### src/rtl/inst_fetch_unit_pkg.sv
// Shared opcodes, fetch FSM encodings and the instruction-queue entry type
// used by the fetch unit and its queue.
package inst_fetch_unit_pkg;

  localparam logic [6:0] OP_LUI    = 7'b0110111;
  localparam logic [6:0] OP_AUIPC  = 7'b0010111;
  localparam logic [6:0] JAL_OP    = 7'b1101111;
  localparam logic [6:0] OP_JALR   = 7'b1100111;
  localparam logic [6:0] OP_BRANCH = 7'b1100011;
  localparam logic [6:0] OP_IMM    = 7'b0010011;

  localparam logic [1:0] ST_IDLE = 2'd0;
  localparam logic [1:0] ST_REQ  = 2'd1;
  localparam logic [1:0] ST_WAIT = 2'd2;
  localparam logic [1:0] ST_DROP = 2'd3;

  typedef struct packed {
    logic        pred;
    logic [31:0] pc;
    logic [31:0] word;
  } iq_entry_t;

  // Sign-extended J-type immediate.
  function automatic logic [31:0] j_imm(input logic [31:0] i);
    return {{11{i[31]}}, i[31], i[19:12], i[20], i[30:21], 1'b0};
  endfunction

endpackage

### src/rtl/inst_fetch_unit_if.sv
// Memory-request/response and decoder-facing handshake bundle of the fetch unit.
// master = fetch unit side, slave = memory controller + decoder side.
interface inst_fetch_unit_if;
  logic        mem_req_valid;
  logic [31:0] mem_req_addr;
  logic        mem_req_ready;
  logic        mem_resp_valid;
  logic [31:0] mem_resp_data;
  logic        inst_valid;
  logic [31:0] inst;
  logic [31:0] inst_pc;
  logic        inst_pred_taken;
  logic        inst_ready;

  modport master (
    output mem_req_valid, mem_req_addr,
    input  mem_req_ready, mem_resp_valid, mem_resp_data,
    output inst_valid, inst, inst_pc, inst_pred_taken,
    input  inst_ready
  );

  modport slave (
    input  mem_req_valid, mem_req_addr,
    output mem_req_ready, mem_resp_valid, mem_resp_data,
    input  inst_valid, inst, inst_pc, inst_pred_taken,
    output inst_ready
  );
endinterface

### src/rtl/inst_fetch_unit_queue.sv
// Synchronous FIFO of {pred,pc,word}; clear beats push/pop, push+pop is legal when full.
module inst_queue
  import inst_fetch_unit_pkg::*;
#(
  parameter int DEPTH = 4,
  localparam int AW   = $clog2(DEPTH)
) (
  input  logic      clk_in,
  input  logic      rst_n_in,
  input  logic      i_en,
  input  logic      i_push,
  input  logic      i_pop,
  input  logic      i_clear,
  input  iq_entry_t i_data,
  output logic      o_full,
  output logic      o_empty,
  output logic [AW:0] o_count,
  output iq_entry_t o_head
);

  iq_entry_t         r_mem [DEPTH];
  logic [AW-1:0]     r_wr_ptr;
  logic [AW-1:0]     r_rd_ptr;
  logic [AW:0]       r_count;

  // NOTE: storage has no reset; only pointers/count do, and the head is zeroed while empty.
  always_ff @(posedge clk_in) begin
    if (i_en && i_push && !i_clear) r_mem[r_wr_ptr] <= i_data;
  end

  always_ff @(posedge clk_in) begin
    if (!rst_n_in) begin
      r_wr_ptr <= '0;
      r_rd_ptr <= '0;
      r_count  <= '0;
    end else if (i_en) begin
      if (i_clear) begin
        r_wr_ptr <= '0;
        r_rd_ptr <= '0;
        r_count  <= '0;
      end else begin
        if (i_push) r_wr_ptr <= r_wr_ptr + 1'b1;
        if (i_pop)  r_rd_ptr <= r_rd_ptr + 1'b1;
        r_count <= r_count + (AW+1)'(i_push) - (AW+1)'(i_pop);
      end
    end
  end

  assign o_count = r_count;
  assign o_empty = (r_count == '0);
  assign o_full  = (r_count == (AW+1)'(DEPTH));
  assign o_head  = o_empty ? '0 : r_mem[r_rd_ptr];

endmodule

### src/rtl/inst_fetch_unit.sv
// Fetch stage: owns the PC, issues one word fetch at a time, pre-decodes JAL
// for an immediate redirect and buffers words in inst_queue for the decoder.
module inst_fetch_unit
  import inst_fetch_unit_pkg::*;
#(
  parameter logic [31:0] RESET_PC = 32'h0000_0000,
  parameter int          IQ_DEPTH = 4
) (
  input  logic                      clk_in,
  input  logic                      rst_n_in,
  input  logic                      rdy_in,
  input  logic                      flush_in,
  input  logic [31:0]               flush_pc_in,
  inst_fetch_unit_if.master         fetch_bus
);

  localparam int CW = $clog2(IQ_DEPTH) + 1;

  logic [1:0]  r_state, w_state_nxt;
  logic [31:0] r_pc, w_pc_nxt, w_seq_pc, r_req_addr;
  logic        r_drop, w_drop_nxt;
  logic        w_is_jal, w_push, w_pop, w_slot_free, w_full, w_empty;
  logic [CW-1:0] w_count;
  iq_entry_t   w_push_entry, w_head;

  assign w_is_jal     = (fetch_bus.mem_resp_data[6:0] == JAL_OP);
  assign w_seq_pc     = w_is_jal ? r_pc + j_imm(fetch_bus.mem_resp_data) : r_pc + 32'd4;
  assign w_push       = (r_state == ST_WAIT) && fetch_bus.mem_resp_valid && !flush_in;
  assign w_pop        = !w_empty && fetch_bus.inst_ready && !flush_in;
  assign w_slot_free  = (int'(w_count) + 1 - int'(w_pop)) < IQ_DEPTH;
  assign w_push_entry = '{pred: w_is_jal, pc: r_pc, word: fetch_bus.mem_resp_data};

  // NOTE: every always_comb output gets a default first so no path can infer a latch.
  always_comb begin
    w_state_nxt = r_state;
    w_drop_nxt  = r_drop;
    w_pc_nxt    = r_pc;
    case (r_state)
      ST_IDLE: if (!flush_in && !w_full) w_state_nxt = ST_REQ;
      ST_REQ: begin
        if (fetch_bus.mem_req_ready)
          w_state_nxt = (r_drop || flush_in) ? ST_DROP : ST_WAIT;
        else if (flush_in)
          w_drop_nxt = 1'b1;
      end
      ST_WAIT: begin
        if (flush_in) begin
          w_state_nxt = fetch_bus.mem_resp_valid ? ST_IDLE : ST_DROP;
        end else if (fetch_bus.mem_resp_valid) begin
          w_pc_nxt    = w_seq_pc;
          w_state_nxt = w_slot_free ? ST_REQ : ST_IDLE;
        end
      end
      ST_DROP: begin
        // The single outstanding word is the stale one, even if a new flush lands now.
        if (fetch_bus.mem_resp_valid) begin
          w_drop_nxt  = 1'b0;
          w_state_nxt = ST_IDLE;
        end
      end
      default: w_state_nxt = ST_IDLE;
    endcase
    if (flush_in) w_pc_nxt = {flush_pc_in[31:2], 2'b00};
  end

  // NOTE: sequential state uses non-blocking assignments only.
  always_ff @(posedge clk_in) begin
    if (!rst_n_in) begin
      r_state    <= ST_IDLE;
      r_pc       <= RESET_PC;
      r_req_addr <= RESET_PC;
      r_drop     <= 1'b0;
    end else if (rdy_in) begin
      r_state <= w_state_nxt;
      r_pc    <= w_pc_nxt;
      r_drop  <= w_drop_nxt;
      // Address is captured on entry to REQ so a flush cannot move a pending request.
      if (w_state_nxt == ST_REQ && r_state != ST_REQ)
        r_req_addr <= {w_pc_nxt[31:2], 2'b00};
    end
  end

  inst_queue #(.DEPTH(IQ_DEPTH)) u_queue (
    .clk_in   (clk_in),
    .rst_n_in (rst_n_in),
    .i_en     (rdy_in),
    .i_push   (w_push),
    .i_pop    (w_pop),
    .i_clear  (flush_in),
    .i_data   (w_push_entry),
    .o_full   (w_full),
    .o_empty  (w_empty),
    .o_count  (w_count),
    .o_head   (w_head)
  );

  assign fetch_bus.mem_req_valid   = (r_state == ST_REQ);
  assign fetch_bus.mem_req_addr    = r_req_addr;
  assign fetch_bus.inst_valid      = !w_empty;
  assign fetch_bus.inst            = w_head.word;
  assign fetch_bus.inst_pc         = w_head.pc;
  assign fetch_bus.inst_pred_taken = w_head.pred;

endmodule

### src/flat_wrapper.sv
// flat-port wrapper written by rule: the top's interface ports become plain ports
module inst_fetch_unit_flat import inst_fetch_unit_pkg::*;
#(
  parameter logic [31:0] RESET_PC = 32'h0000_0000,
  parameter int          IQ_DEPTH = 4
)
  (clk_in, rst_n_in, rdy_in, flush_in, flush_pc_in, fetch_bus_mem_req_valid, fetch_bus_mem_req_addr, fetch_bus_mem_req_ready, fetch_bus_mem_resp_valid, fetch_bus_mem_resp_data, fetch_bus_inst_valid, fetch_bus_inst, fetch_bus_inst_pc, fetch_bus_inst_pred_taken, fetch_bus_inst_ready);
  inst_fetch_unit_if fetch_bus_i ();
  input  logic clk_in;
  input  logic rst_n_in;
  input  logic rdy_in;
  input  logic flush_in;
  input  logic [31:0] flush_pc_in;
  output wire logic [$bits(fetch_bus_i.mem_req_valid)-1:0] fetch_bus_mem_req_valid;
  output wire logic [$bits(fetch_bus_i.mem_req_addr)-1:0] fetch_bus_mem_req_addr;
  input wire logic [$bits(fetch_bus_i.mem_req_ready)-1:0] fetch_bus_mem_req_ready;
  input wire logic [$bits(fetch_bus_i.mem_resp_valid)-1:0] fetch_bus_mem_resp_valid;
  input wire logic [$bits(fetch_bus_i.mem_resp_data)-1:0] fetch_bus_mem_resp_data;
  output wire logic [$bits(fetch_bus_i.inst_valid)-1:0] fetch_bus_inst_valid;
  output wire logic [$bits(fetch_bus_i.inst)-1:0] fetch_bus_inst;
  output wire logic [$bits(fetch_bus_i.inst_pc)-1:0] fetch_bus_inst_pc;
  output wire logic [$bits(fetch_bus_i.inst_pred_taken)-1:0] fetch_bus_inst_pred_taken;
  input wire logic [$bits(fetch_bus_i.inst_ready)-1:0] fetch_bus_inst_ready;
  assign fetch_bus_mem_req_valid = fetch_bus_i.mem_req_valid;
  assign fetch_bus_mem_req_addr = fetch_bus_i.mem_req_addr;
  assign fetch_bus_i.mem_req_ready = fetch_bus_mem_req_ready;
  assign fetch_bus_i.mem_resp_valid = fetch_bus_mem_resp_valid;
  assign fetch_bus_i.mem_resp_data = fetch_bus_mem_resp_data;
  assign fetch_bus_inst_valid = fetch_bus_i.inst_valid;
  assign fetch_bus_inst = fetch_bus_i.inst;
  assign fetch_bus_inst_pc = fetch_bus_i.inst_pc;
  assign fetch_bus_inst_pred_taken = fetch_bus_i.inst_pred_taken;
  assign fetch_bus_i.inst_ready = fetch_bus_inst_ready;
  inst_fetch_unit #(.RESET_PC(RESET_PC), .IQ_DEPTH(IQ_DEPTH)) u_core (.clk_in(clk_in), .rst_n_in(rst_n_in), .rdy_in(rdy_in), .flush_in(flush_in), .flush_pc_in(flush_pc_in), .fetch_bus(fetch_bus_i));
endmodule
### config.mk
export PLATFORM = sky130hd
export DESIGN_NAME = inst_fetch_unit_flat
export DESIGN_NICKNAME = d
export VERILOG_FILES = /design/src/rtl/inst_fetch_unit_pkg.sv /design/src/rtl/inst_fetch_unit_if.sv /design/src/rtl/inst_fetch_unit_queue.sv /design/src/rtl/inst_fetch_unit.sv /design/src/flat_wrapper.sv
export SDC_FILE = /design/constraint.sdc
export NUM_CORES = 1
export LEC_CHECK = 0
export CORE_UTILIZATION = 55
export CTS_CLUSTER_DIAMETER = 200
export DETAILED_ROUTE_END_ITERATION = 6
export MAX_ROUTING_LAYER = met4
export PLACE_DENSITY = 0.83
export SYNTH_ARGS = -nofsm -noshare
export SYNTH_HDL_FRONTEND = slang
export SYNTH_SLANG_ARGS = --single-unit
export TNS_END_PERCENT = 1
### constraint.sdc
create_clock -name clk_in -period 5.2 [get_ports clk_in]
set_clock_uncertainty 0.15 [all_clocks]
set_input_delay 1.04 -clock clk_in [delete_from_list [all_inputs] [get_ports clk_in]]
set_output_delay 1.04 -clock clk_in [all_outputs]
set_load 0.005 [all_outputs]
==> metrics.txt <==
Slew headroom 0.347; Post CTS Setup Buffer Count 0; Crit. End Element flop; Setup crit start kind input port; initial antenna violation count 0; run status complete, but fails checks; Initial DRC Count 1256; port bufs 164; post-layout util 0.674; violated checks design-rule violations; dpl hpwl 25.9 mm; Clock Latency Late Sink 0.52 ns; leading register cell type out of synthesis edfxtp_1; vias in the first global route 10500; H-tree depth 2; CTS Sinks 329; Setup TNS Final 0 ns; IO Count 170; pwr dens 313 nW/um^2; hold endpoint u_core.fetch_bus.mem_req_addr[26]; Worst Reg-to-Reg Cells 15; Post-synth EDFFs 256; FFs w/ async S/R, synth 0; routed len/inst 22.2 um; syn_area_per_cell 13.0 sq um; CTS tree done; leakage power 0.00641 uW; layout cells sized above 1 0.119; Layout area overhead 20.8%; reg-to-reg setup timing slack 1.63 ns; total track usage 0.278; R2R Path Start u_core.u_queue.o_count[0]; Cell Rows 61; CTS max path bufs 3; Post-Syn Instances 1193; Mapped Area 15500 sq um; RSZ-0062 raised after global routing false; first-pass GRT wire length 59.2 mm; max-cap violations 0; clock root buffer clkbuf_16; fill cell count 1917; Gates resized, CTS repair 0; via count 10800; largest net degree at the start of global routing 68; core area 27700 sq um; total inserted antenna cells 0; Die X-Extent 170 um; worst setup margin 1.11 ns; Worst Hold Class reg -> reg; Hold Violations, Final 0; die area 28800 sq um; Worst-path clk slew 0.06 ns; FMAX 0.244 GHz; Synth Register Bits 329; FF-to-FF End u_core.fetch_bus.mem_req_addr[28]; clock buffer count from CTS 34; setup violators final 0; die height 170 um; # placed instances 1692; Avg Vias per Cell 6.16; sequential area share after synthesis 0.592; # nets final 1465; Worst Hold Path Cells 2; Post-DRT Antenna Nets 0; first drt pass iteration count 7; WP data required 5.49 ns; DRC violations left 6; worst slew pin tran 0.973 ns; synth unique cells 65; Initial Util 0.558; Layout Cells excl Fill 1754; crit path max fanout 5; Final period util 0.787; GRT overflow 0; VDD IR max 0.225 mV; Arr. time, crit path 4.39 ns; HP Start u_core.fetch_bus.mem_req_addr[26]; max-slew violations 0; min cycle time layout 4.09 ns; Routed WL 38.9 mm; CP Class in -> reg; # hold bufs at CTS 0; hold slack 0.343 ns; GP Congestion 0.955; Post-Place Worst Slack 0.682 ns; YS warnings 0
where the power goes:
| part | switching, uW | total, uW | internal, uW |
|---|---|---|---|
| clock | 989 | 2500 | 1510 |
| combinational | 236 | 430 | 194 |
| sequential | 60.8 | 2920 | 2860 |
| total | 1290 | 5850 | 4570 |
state kept, by name (all words and copies together) (netlist names), named ones only:
signal	count
u_core.fetch_bus.mem_req_addr	30
u_core.r_drop	1
u_core.r_pc	31
u_core.r_state	2
u_core.u_queue.o_count	3
u_core.u_queue.r_mem	256
u_core.u_queue.r_rd_ptr	2
u_core.u_queue.r_wr_ptr	2
cells in the final DEF (no fill, tap or decap), types with 5 or more instances in the layout:
cell type | netlist | final
a211oi_1 | 8 | 8
a21boi_0 | 5 | 5
a21o_1 | 9 | 9
a21oi_1 | 80 | 80
a222oi_1 | 5 | 5
a22oi_1 | 10 | 10
a31oi_1 | 21 | 21
and2_1 | 74 | 74
and3_1 | 14 | 10
buf_4 | 4 | 25
bufinv_16 | 0 | 5
clkbuf_1 | 49 | 7
clkbuf_16 | 0 | 35
clkdlybuf4s50_1 | 0 | 163
clkinv_2 | 0 | 6
dfxtp_1 | 73 | 71
edfxtp_1 | 256 | 256
ha_1 | 42 | 42
inv_1 | 24 | 24
mux2i_1 | 6 | 6
mux4_2 | 64 | 64
nand2_1 | 87 | 87
nand3_1 | 28 | 28
nand4_1 | 16 | 16
nor2_1 | 41 | 41
nor2b_1 | 23 | 23
nor3_1 | 11 | 11
o211a_1 | 6 | 6
o211ai_1 | 7 | 7
o21ai_0 | 66 | 66
o21ai_1 | 26 | 26
o22ai_1 | 9 | 9
or3_1 | 8 | 8
xnor2_1 | 23 | 23
xor2_1 | 23 | 23
worst max-delay path by stage:
stage | from | endpoint | slack (ns)
2_1_floorplan | rdy_in | u_core.u_queue.r_mem[0][0] | 1.17
3_3_place_gp | fetch_bus_mem_resp_data[21] | u_core.fetch_bus.mem_req_addr[23] | 0.70
3_5_place_dp | fetch_bus_mem_resp_data[21] | u_core.fetch_bus.mem_req_addr[23] | 0.68
4_1_cts | flop | fetch_bus_inst_pc[30] | 1.03
5_1_grt | fetch_bus_mem_resp_data[21] | u_core.r_pc[19] | 0.90
6_report | fetch_bus_mem_resp_data[21] | u_core.fetch_bus.mem_req_addr[23] | 1.11
per-stage QoR:
step | power (uW) | instance area, sq um
6_report | 5850 | 18700
5_1_grt | 6020 | 18700
4_1_cts | 5860 | 18700
3_5_place_dp | 3390 | 17500
3_3_place_gp | 3380 | 17500
2_1_floorplan | 3190 | 15500
cell type report:
class / count / area (sq um) / share of cell area
Timing Repair Buffer: 191 / 1860 / 0.0998
Inverter: 24 / 90.1 / 0.00482
Clock buffer: 43 / 916 / 0.0490
Multi-Input combinational cell: 770 / 5930 / 0.318
Tap cell: 378 / 473 / 0.0253
Clock inverter: 19 / 250 / 0.0134
Sequential cell: 329 / 9150 / 0.490
cell families after synthesis:
logic type                 count (synthesis)  share of synthesized area
xor gates and xnor gates                  46                     0.0261
muxes                                     70                     0.0971
DFF                                      329                      0.592
AOI/OAI and AO/OA                        290                      0.117
other                                      1                   0.000243
adders and majority gates                 44                     0.0366
and+or+nand+nor                          317                      0.105
buffers and inverters                     96                     0.0253
metal layers:
layer	GRT usage	routed length, um
met2	0.460	19300
met3	0.0313	2870
met4	0.0877	1080
met1	0.363	15700
met5	-	0
worst max-delay path, stage by stage:
cell and delay, ns:
clkdlybuf4s50_1 0.54, ha_1 0.24, inv_1 0.08, fa_1 0.38, nor2b_1 0.21, o31ai_1 0.12, a31oi_1 0.37, o211ai_2 0.23
o211a_1 0.27, or3_1 0.31, a31oi_1 0.28, a21oi_1 0.11, a31oi_1 0.20
synth_stat cells, types with 3 or more instances:
cell type	count	area, sq um
buf_1	6	22.5
mux4_2	64	1440
a21o_1	9	67.6
o21bai_1	3	22.5
a211oi_1	8	60.1
xor2_1	23	201
buf_4	4	30.0
o21ai_0	66	330
o22ai_1	9	56.3
inv_1	24	90.1
dfxtp_1	73	1460
nor2b_1	23	144
o211a_1	6	60.1
buf_2	13	65.1
nand3_1	28	140
xnor2_1	23	201
nand2_1	87	327
nor3_1	11	55.1
or3_1	8	50.1
a222oi_1	5	50.1
a21boi_0	5	37.5
and2_1	74	463
o21ai_1	26	130
a221oi_1	3	26.3
nand2b_1	4	25.0
edfxtp_1	256	7690
a21oi_1	80	400
a31oi_1	21	131
ha_1	42	526
nand4_1	16	100
a32oi_1	3	26.3
a22oi_1	10	75.1
nor2_1	41	154
a41oi_1	4	35.0
o21a_1	4	30.0
or2_2	4	25.0
mux2i_1	6	60.1
and3_1	14	87.6
clkbuf_1	49	184
o211ai_1	7	52.6
(Power assumes the default switching activity.)
